**src/rtl/moving_sum100.sv**
```systemverilog
// Running-window sum over the last N samples, fed by a newest sample and the
// matching N-deep delay line output. Also tracks the peak full-window sum.
module moving_sum100 #(
  parameter int W     = 32,
  parameter int N     = 100,
  parameter int ACC_W = 39,
  localparam int CNT_W = $clog2(N + 1)
) (
  input  logic                    clk,
  input  logic                    rst,
  input  logic signed [W-1:0]     in_new,
  input  logic signed [W-1:0]     in_old,
  input  logic                    clr,
  output logic signed [ACC_W-1:0] sum,
  output logic                    sum_valid,
  output logic signed [ACC_W-1:0] peak,
  output logic                    peak_valid,
  output logic                    dbg_state
);

  typedef enum logic {
    FILL = 1'b0,
    RUN  = 1'b1
  } state_e;

  localparam logic [CNT_W-1:0] CNT_FULL = CNT_W'(N);

  logic [CNT_W-1:0]        cnt;
  logic signed [ACC_W-1:0] acc;
  logic signed [ACC_W-1:0] peak_q;
  logic                    peak_valid_q;

  state_e                  state;
  logic signed [ACC_W-1:0] ext_new;
  logic signed [ACC_W-1:0] ext_old;
  logic signed [ACC_W-1:0] acc_next;
  logic [CNT_W-1:0]        cnt_next;
  logic                    valid_next;

  // State is a pure decode of the fill counter; no separate state register.
  assign state = (cnt == CNT_FULL) ? RUN : FILL;

  assign ext_new = {{(ACC_W - W){in_new[W-1]}}, in_new};
  assign ext_old = {{(ACC_W - W){in_old[W-1]}}, in_old};

  // During FILL the delay line output is pre-window data and must be ignored.
  always_comb begin
    acc_next = acc;
    cnt_next = cnt;
    if (clr) begin
      acc_next = '0;
      cnt_next = '0;
    end else if (state == RUN) begin
      acc_next = acc + ext_new - ext_old;
      cnt_next = CNT_FULL;
    end else begin
      acc_next = acc + ext_new;
      cnt_next = cnt + CNT_W'(1);
    end
  end

  assign valid_next = (cnt_next == CNT_FULL);

  always_ff @(posedge clk or posedge rst) begin
    if (rst) begin
      acc          <= '0;
      cnt          <= '0;
      peak_q       <= '0;
      peak_valid_q <= 1'b0;
    end else begin
      acc <= acc_next;
      cnt <= cnt_next;
      if (clr) begin
        peak_q       <= '0;
        peak_valid_q <= 1'b0;
      end else if (valid_next) begin
        // Compare against the sum produced on this same edge.
        if (!peak_valid_q || (acc_next > peak_q)) begin
          peak_q <= acc_next;
        end
        peak_valid_q <= 1'b1;
      end
    end
  end

  assign sum        = acc;
  assign sum_valid  = (state == RUN);
  assign peak       = peak_q;
  assign peak_valid = peak_valid_q;
  assign dbg_state  = state;

endmodule
```
**config.mk**
```make
export PLATFORM = sky130hd
export DESIGN_NAME = moving_sum100
export DESIGN_NICKNAME = d
export VERILOG_FILES = /design/src/rtl/moving_sum100.sv
export SDC_FILE = /design/constraint.sdc
export NUM_CORES = 1
export LEC_CHECK = 0
export ABC_AREA = 1
export CORE_MARGIN = 2
export CORE_UTILIZATION = 35
export DETAILED_ROUTE_END_ITERATION = 16
export HOLD_SLACK_MARGIN = 0.05
export PLACE_DENSITY = 0.65
export SYNTH_ARGS = -nofsm -noshare
export SYNTH_HDL_FRONTEND = slang
export SYNTH_SLANG_ARGS = --single-unit
```
**constraint.sdc**
```tcl
create_clock -name clk -period 5.8 [get_ports clk]
set_input_delay 1.45 -clock clk [delete_from_list [all_inputs] [get_ports clk]]
set_output_delay 1.45 -clock clk [all_outputs]
set_load 0.03 [all_outputs]
```
==> results.json <==
{
  "status": "complete, but fails checks",
  "violations": "setup timing",
  "holdPathStages": 2,
  "worstMarginPinSlew_ps": 802,
  "grtUsageMet1": 0.441,
  "grt.met2_usage": 0.522,
  "crit_top_cell": "nand2_2",
  "multi_input_area_um2": 9790,
  "cts_sinks": 86,
  "grt_pass1_vias": 13557,
  "cts_hold_buf": 0,
  "gr-usage-met3": 0.0416,
  "intPower_mw": 6.41,
  "clkPwrFrac": 0.050,
  "dpl.hpwl_um": 37200,
  "clock_skew_ps": 19.2,
  "syn_nets": 1870,
  "sequentialPowerShare": 0.079,
  "area_growth_pct": 86.1,
  "grt_max_degree": 50,
  "worstPathRequired_ps": 6090,
  "place_ws_ps": -1280,
  "layout.nets": 2438,
  "totalWireLength_um": 49900,
  "finalWorstSetupSlack_ps": -193,
  "rsz0062_at_grt": "true",
  "power.leakage_nw": 9.24,
  "clock_latency_ps": 370,
  "drt-wirelength-per-cell_um": 18.9,
  "fmax_ghz": 0.167,
  "yosys_warnings": 0,
  "start_util": 0.358,
  "synth_edf_count": 0,
  "drv_slew": 0,
  "slew_headroom": 0.465,
  "top_usage_layer": "met2",
  "power_density_nw_per_um2": 711,
  "min_period_over_period": 1.03,
  "vias": 13574,
  "drtIter0Drc": 1053,
  "cts-root-buf": "clkbuf_16",
  "criticalPathCategory": "primary input to register",
  "drive_above_1_share": 0.436,
  "startpoint_type": "primary input",
  "grtUsageTotal": 0.322,
  "viasPerCell": 5.15,
  "antenna_found_initial": 4,
  "nFillCells": 2397,
  "power_mw": 13.3,
  "regArea_um2": 2150,
  "critical_path_peak_fanout": 7,
  "ys_seq_elements": 86,
  "htreeDepth": 3,
  "final-setup-viol-count": 38,
  "die-area_um2": 30000,
  "swShare": 0.516,
  "clk_pin_slew_ps": 80,
  "drc": 0,
  "ir_drop_mv": 0.291,
  "ios": 148,
  "hold_path_class": "register to register",
  "slowest_delay_ps": 340,
  "io_buffers": 147,
  "die_h_um": 173,
  "drt.antenna.violating_nets": 0,
  "hold_violations": 0,
  "synth_cells": 1684,
  "synth-seq-area-share": 0.215,
  "rows": 61,
  "slowest_stage": "ha_1",
  "r2r_cells": 37,
  "n_antenna_cell": 0,
  "grt_pass1_wl_um": 74700,
  "cts_tree": "yes",
  "grt_overflow": 0,
  "core_region_area_um2": 27900,
  "cts_buffer_depth": 2,
  "switchingPower_mw": 6.84,
  "firstDrtPassIters": 5,
  "finalCriticalPeriod_ps": 5990,
  "end_kind": "register",
  "critPathArrivalTime_ps": 6280,
  "ys_types": 35,
  "cap_violations": 0,
  "ys.flop_type": "dfrtp_1",
  "die_w_um": 173,
  "avgSynthCellArea_um2": 5.94,
  "async_flop_share": 1.00,
  "pwr-share-comb": 0.871,
  "synth_area_um2": 10000,
  "numCtsBuffers": 9,
  "gp_congestion": 1.00
}
==> stage by stage <==
step           hold slack [ps]  TNS [ps]  cell area, um2  utilization  instances
2_1_floorplan              557         0           10100            -       1684
3_3_place_gp               490    -42960           14600        0.523       2544
3_5_place_dp               496    -48100           14600        0.523       2544
4_1_cts                    523      -302           17700        0.633       2610
5_1_grt                    552    -18280           18600        0.667       2635
6_report                   517     -5710           18600        0.667       2635
==> final timing paths <==
path / slack [ps] / start / endpoint
setup / recovery: -190 / in_new[2] / peak[15]$_DFFE_PP0P_
hold / removal: 520 / peak[31]$_DFFE_PP0P_ / peak[31]$_DFFE_PP0P_
setup reg to reg: 560 / sum[2]$_DFF_PP0_ / peak[15]$_DFFE_PP0P_
hold reg to reg: 520 / peak[31]$_DFFE_PP0P_ / peak[31]$_DFFE_PP0P_
max in group asynchronous: 3160 / rst / sum[0]$_DFF_PP0_
min in group asynchronous: 1510 / rst / peak[33]$_DFFE_PP0P_
==> power groups by stage <==
stage	clock network, mW	logic [mW]	registers (mW)
5_1_grt	0.683	12.3	1.07
4_1_cts	0.656	10.3	1.04
3_5_place_dp	0	8.25	0.997
6_report	0.660	11.5	1.05
2_1_floorplan	0	3.73	1.39
3_3_place_gp	0	8.23	0.998
==> final cells by class <==
class	instances	share of cell area
multi-input cells	1304	0.525
repair buffers	577	0.262
flip-flops and latches	86	0.116
inverters	274	0.0554
well taps	378	0.0254
clock buffers	9	0.0121
clock inverters	7	0.00437
==> layer usage <==
layer | up-vias | share of wire
li1 | 6484 | -
met1 | 6445 | 0.44
met2 | 537 | 0.46
met3 | 108 | 0.067
met4 | 0 | 0.037
met5 | - | 0
==> timing repair <==
item	in CTS	in global routing
setup buffers	46	26
pin swaps	175	117
gates cloned	6	1
resized for setup	573	205
endpoints found under the setup margin	39	39
==> state kept, by name (all words and copies together), names as in the netlist <==
signal,cells
peak,39
sum,39
peak_valid,1
cnt,7
==> critical path: cells and delay by family <==
kind	cells	cell delay, ps
compound gates	4	490
xor+xnor	2	340
fa+ha+maj	3	930
buf+inv	8	1150
simple gates	21	1900
==> layout by cell type (no fill, tap or decap), types with 9 or more instances in the layout <==
cell type / instances
buf_4: 398
nand2_1: 388
inv_1: 255
nand2_2: 141
clkdlybuf4s50_1: 115
nor2_1: 96
dfrtp_1: 86
nand3_1: 75
ha_4: 73
a21oi_1: 56
nor2_2: 53
a21oi_2: 49
nor2_4: 46
ha_1: 44
nand2_4: 40
o21ai_0: 40
o21ai_1: 27
buf_6: 25
nand3_2: 20
a21oi_4: 20
o21ai_2: 19
dlygate4sd2_1: 18
inv_2: 17
nand4_1: 17
xor2_1: 11
clkbuf_16: 9
==> synth_stat cells (all sizes together), types with 2 or more instances <==
cell type / instances / share of area
a31oi: 2 / 0.0013
ha: 117 / 0.15
clkbuf: 10 / 0.0038
xnor2: 5 / 0.0044
buf: 11 / 0.0058
o21ai: 87 / 0.044
a211oi: 3 / 0.0023
dfrtp: 86 / 0.22
a21oi: 125 / 0.064
o21bai: 16 / 0.012
nand4: 17 / 0.011
a21o: 3 / 0.0023
nor2: 195 / 0.073
a21boi: 3 / 0.0023
nand2: 568 / 0.21
o211ai: 3 / 0.0023
fa: 2 / 0.0040
xor2: 21 / 0.018
o21a: 8 / 0.0060
nand3b: 2 / 0.0015
nor3: 12 / 0.0065
inv: 274 / 0.10
nor4: 4 / 0.0025
nand3: 101 / 0.051
and2: 3 / 0.0019
nor3b: 2 / 0.0015
==> logic make-up (layout without fill, tap and decap cells) <==
group                    count (synthesis)  count (layout)  share of synthesized area
AO/OA/AOI/OAI                          253             253                      0.138
buffers and inverters                  295             867                      0.112
XOR/XNOR                                26              26                     0.0228
flip-flops                              86              86                      0.215
AND/OR/NAND/NOR                        905             906                      0.362
adder cells (fa/ha/maj)                119             119                      0.150
Note: power is estimated with default switching activity, not from simulation.
